===== config.mk =====
export PLATFORM = sky130hd
export DESIGN_NAME = apb_regs_slave
export DESIGN_NICKNAME = d
export VERILOG_FILES = /design/src/rtl/apb_regs_slave.sv
export SDC_FILE = /design/constraint.sdc
export NUM_CORES = 1
export LEC_CHECK = 0
export ABC_CLOCK_PERIOD_IN_PS = 4800
export CAP_MARGIN = 20
export CORE_AREA = 5 5 446 448
export DETAILED_ROUTE_END_ITERATION = 12
export DIE_AREA = 0 0 451 453
export PLACE_DENSITY = 0.43
export SLEW_MARGIN = 30
export SYNTH_ARGS = -nofsm -noshare
export SYNTH_HDL_FRONTEND = slang
export SYNTH_SLANG_ARGS = --single-unit

===== constraint.sdc =====
create_clock -name clk_i -period 4.8 [get_ports clk_i]
set_clock_uncertainty 0.1 [all_clocks]
set_input_delay 0.96 -clock clk_i [delete_from_list [all_inputs] [get_ports clk_i]]
set_output_delay 0.96 -clock clk_i [all_outputs]
set_load 0.02 [all_outputs]

===== src/rtl/apb_regs_slave.sv =====
// APB4 register-file completer: NumRegs word registers at BaseAddr with
// programmable wait states, error signalling and hardware export ports.

package apb_regs_pkg;

    typedef struct packed {
        logic [31:0] paddr;
        logic [2:0]  pprot;
        logic        psel;
        logic        penable;
        logic        pwrite;
        logic [31:0] pwdata;
        logic [3:0]  pstrb;
    } apb_req_t;

    typedef struct packed {
        logic        pready;
        logic [31:0] prdata;
        logic        pslverr;
    } apb_rsp_t;

    typedef enum logic [1:0] {
        IDLE   = 2'd0,
        SETUP  = 2'd1,
        ACCESS = 2'd2
    } state_e;

endpackage

// Handshake: a transfer is a setup cycle (psel=1, penable=0) followed by
// access cycles (psel=1, penable=1). The transfer completes in the access
// cycle where pready=1; prdata and pslverr are only meaningful in that cycle
// and are driven to 0 otherwise. Dropping psel abandons the transfer.
module apb_regs_slave #(
    parameter int unsigned                    NumRegs      = 16,
    parameter int unsigned                    AddrWidth    = 32,
    parameter int unsigned                    DataWidth    = 32,
    parameter logic [AddrWidth-1:0]           BaseAddr     = 32'h0000_3000,
    parameter logic [NumRegs-1:0]             ReadOnlyMask = '0,
    parameter logic [NumRegs*DataWidth-1:0]   RegRstVal    = '0,
    parameter int unsigned                    WaitCycles   = 0,
    parameter type                            apb_req_t    = apb_regs_pkg::apb_req_t,
    parameter type                            apb_rsp_t    = apb_regs_pkg::apb_rsp_t
) (
    input  logic                                clk_i,
    input  logic                                rst_i,
    input  apb_req_t                            apb_req_i,
    output apb_rsp_t                            apb_rsp_o,
    output logic [NumRegs-1:0][DataWidth-1:0]   reg_q_o,
    input  logic [NumRegs-1:0][DataWidth-1:0]   reg_d_i,
    output logic [NumRegs-1:0]                  reg_wr_o,
    output apb_regs_pkg::state_e                dbg_state_o
);

    localparam int unsigned           Bytes     = DataWidth / 8;
    localparam int unsigned           AddrLsb   = (Bytes > 1) ? $clog2(Bytes) : 0;
    localparam logic [AddrWidth-1:0]  AlignMask = AddrWidth'(Bytes - 1);
    localparam logic [AddrWidth:0]    BaseExt   = {1'b0, BaseAddr};
    localparam logic [AddrWidth:0]    EndExt    = BaseExt + (AddrWidth+1)'(NumRegs * Bytes);
    localparam logic [3:0]            WaitLimit = 4'(WaitCycles);

    apb_regs_pkg::state_e state_q, state_d;
    logic [3:0]           cnt_q, cnt_d;

    logic [AddrWidth-1:0] paddr;
    logic [AddrWidth-1:0] off;
    logic [AddrWidth-1:0] word;
    logic [DataWidth-1:0] pwdata;
    logic [Bytes-1:0]     pstrb;
    logic                 psel, penable, pwrite;
    logic                 hit, aligned, ro_hit, err;
    logic                 in_access, pready, wr_en;
    logic [NumRegs-1:0]   sel;
    logic [DataWidth-1:0] rd_word;
    logic                 unused_pprot;

    assign paddr        = apb_req_i.paddr;
    assign pwdata       = apb_req_i.pwdata;
    assign pstrb        = apb_req_i.pstrb;
    assign psel         = apb_req_i.psel;
    assign penable      = apb_req_i.penable;
    assign pwrite       = apb_req_i.pwrite;
    assign unused_pprot = ^apb_req_i.pprot;

    // Address decode: widened compare so the window end cannot wrap.
    assign off     = paddr - BaseAddr;
    assign word    = off >> AddrLsb;
    assign hit     = ({1'b0, paddr} >= BaseExt) && ({1'b0, paddr} < EndExt);
    assign aligned = (paddr & AlignMask) == '0;
    assign ro_hit  = |(sel & ReadOnlyMask);
    assign err     = !hit || !aligned || (pwrite && ro_hit);

    // One-hot register select and read data mux.
    always_comb begin
        sel     = '0;
        rd_word = '0;
        for (int i = 0; i < NumRegs; i++) begin
            sel[i] = hit && (word == AddrWidth'(i));
            if (sel[i]) rd_word = reg_q_o[i];
        end
    end

    // The access phase only exists once the FSM has seen the setup cycle;
    // reset kills any completion in the same cycle.
    assign in_access = (state_q != apb_regs_pkg::IDLE) && psel && penable;
    assign pready    = !rst_i && in_access && (cnt_q == WaitLimit);
    assign wr_en     = pready && pwrite && !err;

    // Response drive: data and error are zero unless the transfer completes.
    always_comb begin
        apb_rsp_o         = '0;
        apb_rsp_o.pready  = pready;
        apb_rsp_o.pslverr = pready && err;
        apb_rsp_o.prdata  = (pready && !err && !pwrite) ? rd_word : '0;
    end

    // FSM state and wait counter registers.
    always_ff @(posedge clk_i) begin
        if (rst_i) begin
            state_q <= apb_regs_pkg::IDLE;
            cnt_q   <= '0;
        end else begin
            state_q <= state_d;
            cnt_q   <= cnt_d;
        end
    end

    // FSM next state: SETUP marks the first access cycle, ACCESS counts waits.
    always_comb begin
        state_d = state_q;
        cnt_d   = cnt_q;
        case (state_q)
            apb_regs_pkg::IDLE: begin
                cnt_d = '0;
                if (psel && !penable) state_d = apb_regs_pkg::SETUP;
            end
            apb_regs_pkg::SETUP, apb_regs_pkg::ACCESS: begin
                if (!psel) begin
                    state_d = apb_regs_pkg::IDLE;
                    cnt_d   = '0;
                end else if (!penable) begin
                    state_d = apb_regs_pkg::SETUP;
                    cnt_d   = '0;
                end else if (pready) begin
                    state_d = apb_regs_pkg::IDLE;
                    cnt_d   = '0;
                end else begin
                    state_d = apb_regs_pkg::ACCESS;
                    cnt_d   = cnt_q + 4'd1;
                end
            end
            default: begin
                state_d = apb_regs_pkg::IDLE;
                cnt_d   = '0;
            end
        endcase
    end

    assign dbg_state_o = state_q;

    // Register storage: read-only slots pass the hardware value straight through.
    for (genvar i = 0; i < NumRegs; i++) begin : g_reg
        if (ReadOnlyMask[i]) begin : g_ro
            assign reg_q_o[i] = reg_d_i[i];
        end else begin : g_rw
            logic [DataWidth-1:0] q;
            logic                 unused_d;

            assign unused_d = ^reg_d_i[i];

            // Byte-masked write on a committed transfer to this slot.
            always_ff @(posedge clk_i) begin
                if (rst_i) begin
                    q <= RegRstVal[i*DataWidth +: DataWidth];
                end else if (wr_en && sel[i]) begin
                    for (int b = 0; b < Bytes; b++) begin
                        if (pstrb[b]) q[b*8 +: 8] <= pwdata[b*8 +: 8];
                    end
                end
            end

            assign reg_q_o[i] = q;
        end
    end

    // Write pulse: one cycle, aligned with the new register value.
    always_ff @(posedge clk_i) begin
        if (rst_i) reg_wr_o <= '0;
        else       reg_wr_o <= wr_en ? sel : '0;
    end

endmodule


==> results.py, run 1 <==
metrics = {
    "place": {
        "dpl-instance-area_um2": 36700,
        "gp_congestion": 0.884,
        "dp_hpwl_um": 161000,
        "dp.cells": 6411,
        "portBuffers": 636,
    },
    "logic_synthesis": {
        "syn_nets": 3659,
        "ys_seq_elements": 534,
        "synth_seq_area_share_pct": 45.3,
        "synthFlopType": "dfxtp_1",
        "synth_edf_count": 0,
        "synth.distinct_cells": 72,
        "avgSynthCellArea_um2": 7.70,
        "syn_area_um2": 23600,
        "synth_warnings": 0,
        "netlist_instances": 3067,
        "postSynth.asyncResetShare_pct": 0,
    },
    "floorplanning": {
        "die_w_um": 451,
        "start_util_pct": 12.2,
        "core_um2": 194000,
        "die_y_um": 453,
        "num_io_pins": 1152,
        "dieArea_um2": 204000,
        "row_count": 162,
    },
    "grt": {
        "overflow": 0,
        "grt_pass1_vias": 26700,
        "grt_max_degree": 176,
        "grt_pass1_wl_um": 258000,
        "grt_use_total_pct": 18.5,
        "antenna_found_initial": 21,
    },
    "worst_setup_path": {
        "slowest_delay_ns": 0.64,
        "critPathRequiredTime_ns": 3.74,
        "cpLargestDelayFamily": "simple AND/OR/NAND/NOR gates",
        "startpoint_type": "primary input",
        "end_kind": "output port",
        "worst-path-buf-inv": 6,
        "critical_path_class": "primary input to output port",
        "crit_chain": "buf_6, or4_4, or4_4, buf_6, a2111oi_4, buf_12, buf_12, a221o_1, o211ai_1, a311oi_2, buf_4, buf_12",
        "arrival_ns": 4.22,
        "crit_path_frequent_cell": "buf_12",
        "r2r_slack_ns": 0.67,
        "cp_max_fo": 6,
        "critical_path.slowest_cell": "or4_4",
    },
    "cts": {
        "postCtsHoldBufs": 0,
        "cts_sinks": 534,
        "cts_buffers": 69,
        "clock_latency_ns": 0.67,
        "cts_tree": "done",
        "clk_pin_slew_ns": 0.06,
        "cts_buffer_depth": 3,
        "ctsHtreeMaxLevel": 3,
        "root_buffer": "clkbuf_16",
    },
    "pwr": {
        "pwr-share-comb_pct": 5.1,
        "p_seq_share_pct": 43.0,
        "p_sw_share_pct": 25.9,
        "clock_power_share_pct": 52.0,
        "p_switching_mw": 2.68,
        "p_leak_nw": 14.2,
        "ir_worst_vdd_mv": 0.229,
        "power.density_nw_per_um2": 254,
        "p_int_mw": 7.64,
    },
    "route": {
        "via_count": 27900,
        "wl_um": 199000,
        "via_per_inst": 4.24,
        "antenna_left": 0,
        "route.detailed.drc": 0,
        "firstDrtPassIters": 7,
        "drt_iter0_markers": 2876,
        "routedWlPerCell_um": 30.3,
    },
    "cells_and_area": {
        "fill_cells": 21500,
        "drive_gt1_share_pct": 20.8,
        "finalNonFillerCells": 6584,
        "multi_input_area_um2": 13100,
        "seq_area_um2": 10700,
        "syn2layout_area_growth_pct": 72.4,
        "final_common_cell": "nand2_1",
        "layout.nets": 4578,
        "fin_util_pct": 21.0,
        "fin_area_um2": 40700,
        "final_cell_mix": "nand2_1 (960), clkdlybuf4s50_1 (559), dfxtp_1 (534)",
    },
    "sta": {
        "slew_viol_final": 0,
        "rsz0062_at_grt": "yes",
        "period_needed_ns": 5.28,
        "finalWorstSetupSlack_ns": -0.477,
        "slew_headroom_pct": 25.6,
        "final_hold_viol_count": 0,
        "max_freq_mhz": 189,
        "setup_viol": 32,
        "worst_pin_slew_ns": 1.12,
        "fin_crit_sh_pct": 110,
        "holdWs_ns": 0.370,
    },
    "flow_run": {
        "cap_violations": 0,
    },
    "outcome": {
        "status": "complete, but fails checks",
        "violations": "negative setup slack",
    },
    "hold_path": {
        "hp-class": "flop to flop",
    },
}
worst paths after layout:
path,startpoint,cells past startpoint,to
hold / removal,g_reg[13].g_rw.q[21]$_SDFFE_PP0P_,2,g_reg[13].g_rw.q[21]$_SDFFE_PP0P_
hold reg to reg,g_reg[13].g_rw.q[21]$_SDFFE_PP0P_,2,g_reg[13].g_rw.q[21]$_SDFFE_PP0P_
setup / recovery,apb_req_i[69],12,apb_rsp_o[1]
setup reg to reg,dbg_state_o[1]$_SDFFE_PP0P_,11,g_reg[1].g_rw.q[10]$_SDFFE_PP0P_
through the flow:
step / power (mW) / setup TNS (ns) / setup slack, ns
after floorplan: 4.73 / -0.254 / -0.123
after global placement: 5.05 / -33.59 / -1.27
after detailed placement: 5.04 / -32.29 / -1.25
after CTS: 10.4 / -11.01 / -0.475
after global routing: 10.6 / -12.09 / -0.531
final: 10.3 / -10.04 / -0.477
worst register-to-register path, cell delays in order (launching register included):
cell and delay, ns:
dfxtp_1 0.34, inv_1 0.07, ha_1 0.23, or4b_2 0.70, or4_1 0.59, or4_4 0.60
nor4_2 0.50, buf_12 0.24, and3_1 0.26, buf_4 0.17, nand2_1 0.05, a21oi_1 0.16
sequential cells by signal, indices dropped and copies added, names as in the netlist:
signal	cells
cnt_q	4
dbg_state_o	2
g.g_rw.q	512
reg_wr_o	16
routing by layer:
metal | wire (um) | part of all wire [%] | vias to the layer above | global-route usage, %
met5 | 0 | 0 | - | 0
met2 | 87800 | 44 | 1327 | 29.0
met3 | 18600 | 9.3 | 268 | 6.05
met4 | 10500 | 5.3 | 0 | 7.85
met1 | 82500 | 41 | 13900 | 23.3
li1 | - | - | 12500 | -
kinds of logic (layout without fill, tap and decap cells):
| family | Yosys count | in the layout | share of synthesized area (%) |
|---|---|---|---|
| xor+xnor | 3 | 3 | 0.111 |
| fa+ha+maj | 4 | 4 | 0.212 |
| mux | 122 | 122 | 5.23 |
| flops | 534 | 534 | 45.3 |
| other cells | 0 | 7 | 0 |
| compound gates | 794 | 794 | 20.4 |
| simple gates | 1324 | 1324 | 24.0 |
| buf+inv | 286 | 1254 | 4.80 |
cell usage after synthesis (30+ instances only):
master,instances,area (um2)
o21ai_0,64,320
clkbuf_1,233,875
o22ai_1,30,188
buf_2,33,165
a221oi_1,31,272
a22oi_1,43,323
dfxtp_1,534,10700
a21oi_1,473,2370
nor2_1,152,571
and2_1,36,225
nand2_1,964,3620
mux2i_1,111,1110
cell type report:
class | count | share of cell area [%]
antenna | 7 | 0.0431
inverter | 12 | 0.111
sequential | 534 | 26.3
timing repair buffer | 1122 | 28.0
tap | 2542 | 7.82
clock inverter | 24 | 0.861
clock buffer | 96 | 4.76
multi-input combinational | 2247 | 32.2
power by group through the flow:
| stage | sequential, mW | combinational [mW] | clock, mW |
|---|---|---|---|
| detailed placement | 4.53 | 0.513 | 0 |
| floorplan | 4.53 | 0.198 | 0 |
| finish | 4.43 | 0.523 | 5.36 |
| CTS | 4.43 | 0.515 | 5.47 |
| global route | 4.43 | 0.541 | 5.65 |
| global placement | 4.53 | 0.518 | 0 |
repair_timing:
| action | 4_1_cts | 5_1_grt |
|---|---|---|
| endpoints found under the setup margin | 32 | 32 |
| gates resized for setup | 216 | 101 |
| setup buffers | 28 | 25 |
| pin swaps | 71 | 68 |
| cloned | 1 | 0 |
Note: power is estimated with default switching activity, not from simulation.
==> run 2: changes to the inputs <==
--- a/config.mk
+++ b/config.mk
@@ -5,7 +5,6 @@
 export SDC_FILE = /design/constraint.sdc
 export NUM_CORES = 1
 export LEC_CHECK = 0
-export ABC_CLOCK_PERIOD_IN_PS = 4800
 export CAP_MARGIN = 20
 export CORE_AREA = 5 5 446 448
 export DETAILED_ROUTE_END_ITERATION = 12
==> results of run 2 <==
No change in the layout: final DEF, timing and power equal those of run 1.
==> run 3: changes to the inputs <==
--- a/config.mk
+++ b/config.mk
@@ -6,9 +6,9 @@
 export NUM_CORES = 1
 export LEC_CHECK = 0
 export CAP_MARGIN = 20
-export CORE_AREA = 5 5 446 448
+export CORE_AREA = 5 5 449 451
 export DETAILED_ROUTE_END_ITERATION = 12
-export DIE_AREA = 0 0 451 453
+export DIE_AREA = 0 0 454 456
 export PLACE_DENSITY = 0.43
 export SLEW_MARGIN = 30
 export SYNTH_ARGS = -nofsm -noshare
==> results.py, run 3 (synthesized netlist as in run 1, its figures left out) <==
metrics = {
    "sta": {
        "max_freq_mhz": 189,
        "setup_viol": 32,
        "worst_pin_slew_ns": 1.11,
        "rsz0062_at_grt": "yes",
        "fin_crit_sh_pct": 110,
        "final_hold_viol_count": 0,
        "holdWs_ns": 0.363,
        "period_needed_ns": 5.30,
        "slew_viol_final": 0,
        "finalSetupTns_ns": -9.99,
        "finalWorstSetupSlack_ns": -0.498,
        "slew_headroom_pct": 26.3,
    },
    "cells_and_area": {
        "syn2layout_area_growth_pct": 75.2,
        "largest_register_ffs": 512,
        "finalNonFillerCells": 6710,
        "final_common_cell": "nand2_1",
        "largestRegisters": "g.g_rw.q: 512 flops, reg_wr_o: 16 flops, cnt_q: 4 flops",
        "final_cell_mix": "nand2_1 (960), clkdlybuf4s50_1 (559), dfxtp_1 (534)",
        "layout.nets": 4596,
        "drive_gt1_share_pct": 22.2,
        "largest_register": "g.g_rw.q",
        "fill_cells": 21600,
    },
    "grt": {
        "overflow": 0,
        "grt_pass1_vias": 27100,
        "grt_use_total_pct": 19.0,
        "grt_pass1_wl_um": 266000,
        "grt_max_degree": 169,
        "antenna_found_initial": 30,
    },
    "outcome": {
        "status": "complete, but fails checks",
        "violations": "negative setup slack",
    },
    "pwr": {
        "power.density_nw_per_um2": 257,
        "p_total_mw": 10.6,
        "p_leak_nw": 14.5,
        "ir_worst_vdd_mv": 0.216,
    },
    "cts": {
        "cts_buffer_depth": 3,
        "ctsHtreeMaxLevel": 3,
        "cts_sinks": 534,
        "cts_tree": "done",
        "clk_pin_slew_ns": 0.06,
        "cts_buffers": 71,
        "clock_latency_ns": 0.68,
        "root_buffer": "clkbuf_16",
    },
    "floorplanning": {
        "die_y_um": 456,
        "dieArea_um2": 207000,
        "start_util_pct": 12.0,
        "row_count": 163,
        "die_w_um": 454,
        "core_um2": 197000,
        "num_io_pins": 1152,
    },
    "place": {
        "dp_hpwl_um": 166000,
        "dp.cells": 6481,
        "portBuffers": 636,
        "gp_congestion": 0.960,
        "pre_cts_slack_ns": -1.68,
    },
    "route": {
        "wl_um": 205000,
        "firstDrtPassIters": 6,
        "antenna_left": 0,
        "via_per_inst": 4.25,
        "route.detailed.drc": 0,
        "routedWlPerCell_um": 30.6,
        "via_count": 28500,
        "drt_iter0_markers": 3455,
    },
    "worst_setup_path": {
        "startpoint_type": "primary input",
        "r2r_slack_ns": 0.52,
        "regToRegStartpoint": "dbg_state_o[1]$_SDFFE_PP0P_",
        "end_kind": "output port",
        "startpoint": "apb_req_i[65]",
        "critPathRequiredTime_ns": 3.74,
        "critical_path_class": "primary input to output port",
        "r2r-end": "g_reg[7].g_rw.q[17]$_SDFFE_PP0P_",
        "arrival_ns": 4.24,
        "crit_end": "apb_rsp_o[26]",
        "cp_max_fo": 7,
        "reg2reg_depth": 11,
    },
    "flow_run": {
        "cap_violations": 0,
    },
    "hold_path": {
        "hp-class": "flop to flop",
        "hold_path.startpoint": "g_reg[0].g_rw.q[14]$_SDFFE_PP0P_",
    },
}
[run 3: layout make-up]
type | count | area, um2 | share of cell area [%]
antenna | 11 | 27.5 | 0.0666
clock buffer | 101 | 2070 | 5.01
tap | 2640 | 3300 | 7.99
clock inverter | 27 | 355 | 0.859
sequential | 534 | 10700 | 25.8
inverter | 12 | 45.0 | 0.109
timing repair buffer | 1138 | 11600 | 28.1
multi-input combinational | 2247 | 13300 | 32.1
[run 3: report_power, final]
part / leakage [nW] / switching [mW] / internal [mW] / total [mW]
logic: 8.97 / 0.402 / 0.145 / 0.547
registers: 4.30 / 0.000561 / 4.43 / 4.43
clock network: 1.19 / 2.34 / 3.31 / 5.65
[run 3: worst min path at each step]
stage,to,depth (start not counted),slack [ns]
finish,g_reg[0].g_rw.q[14]$_SDFFE_PP0P_,2,0.36
global placement,cnt_q[0]$_SDFF_PP0_,1,0.35
CTS,g_reg[0].g_rw.q[14]$_SDFFE_PP0P_,2,0.37
global route,g_reg[6].g_rw.q[31]$_SDFFE_PP0P_,2,0.39
floorplan,cnt_q[0]$_SDFF_PP0_,1,0.33
detailed placement,g_reg[0].g_rw.q[14]$_SDFFE_PP0P_,2,0.36
[run 3: repair_timing]
action / CTS / global route
gates cloned: 5 / 0
endpoints found under the hold margin: 0 / 0
hold buffers: 0 / 0
buffers inserted: 84 / 22
pin swaps: 99 / 72
gates resized for setup: 436 / 81
endpoints found under the setup margin: 33 / 32
[run 3: layer usage]
layer | GRT usage [%] | up-vias | routed length [um]
met2 | 28.6 | 1535 | 88100
met4 | 9.48 | 0 | 12800
met3 | 5.82 | 328 | 19400
met5 | 0 | - | 0
li1 | - | 12500 | -
met1 | 24.3 | 14100 | 84700
[run 3: per-stage QoR]
| stage | instance area, um2 | utilization, % |
|---|---|---|
| after floorplan | 23900 | - |
| after global placement | 36400 | 18.5 |
| after global routing | 41300 | 21.0 |
| after CTS | 41000 | 20.8 |
| after detailed placement | 36400 | 18.5 |
| final | 41400 | 21.0 |
[run 3: critical path, cell delays in order]
cell and delay, ns:
buf_6 0.09, or4_4 0.52, or4_4 0.61, buf_12 0.17
buf_12 0.14, nor3_2 0.10, buf_4 0.15, buf_12 0.11
buf_8 0.12, a222oi_1 0.15, o211ai_1 0.50, a21oi_2 0.17
o22ai_2 0.25, buf_6 0.17
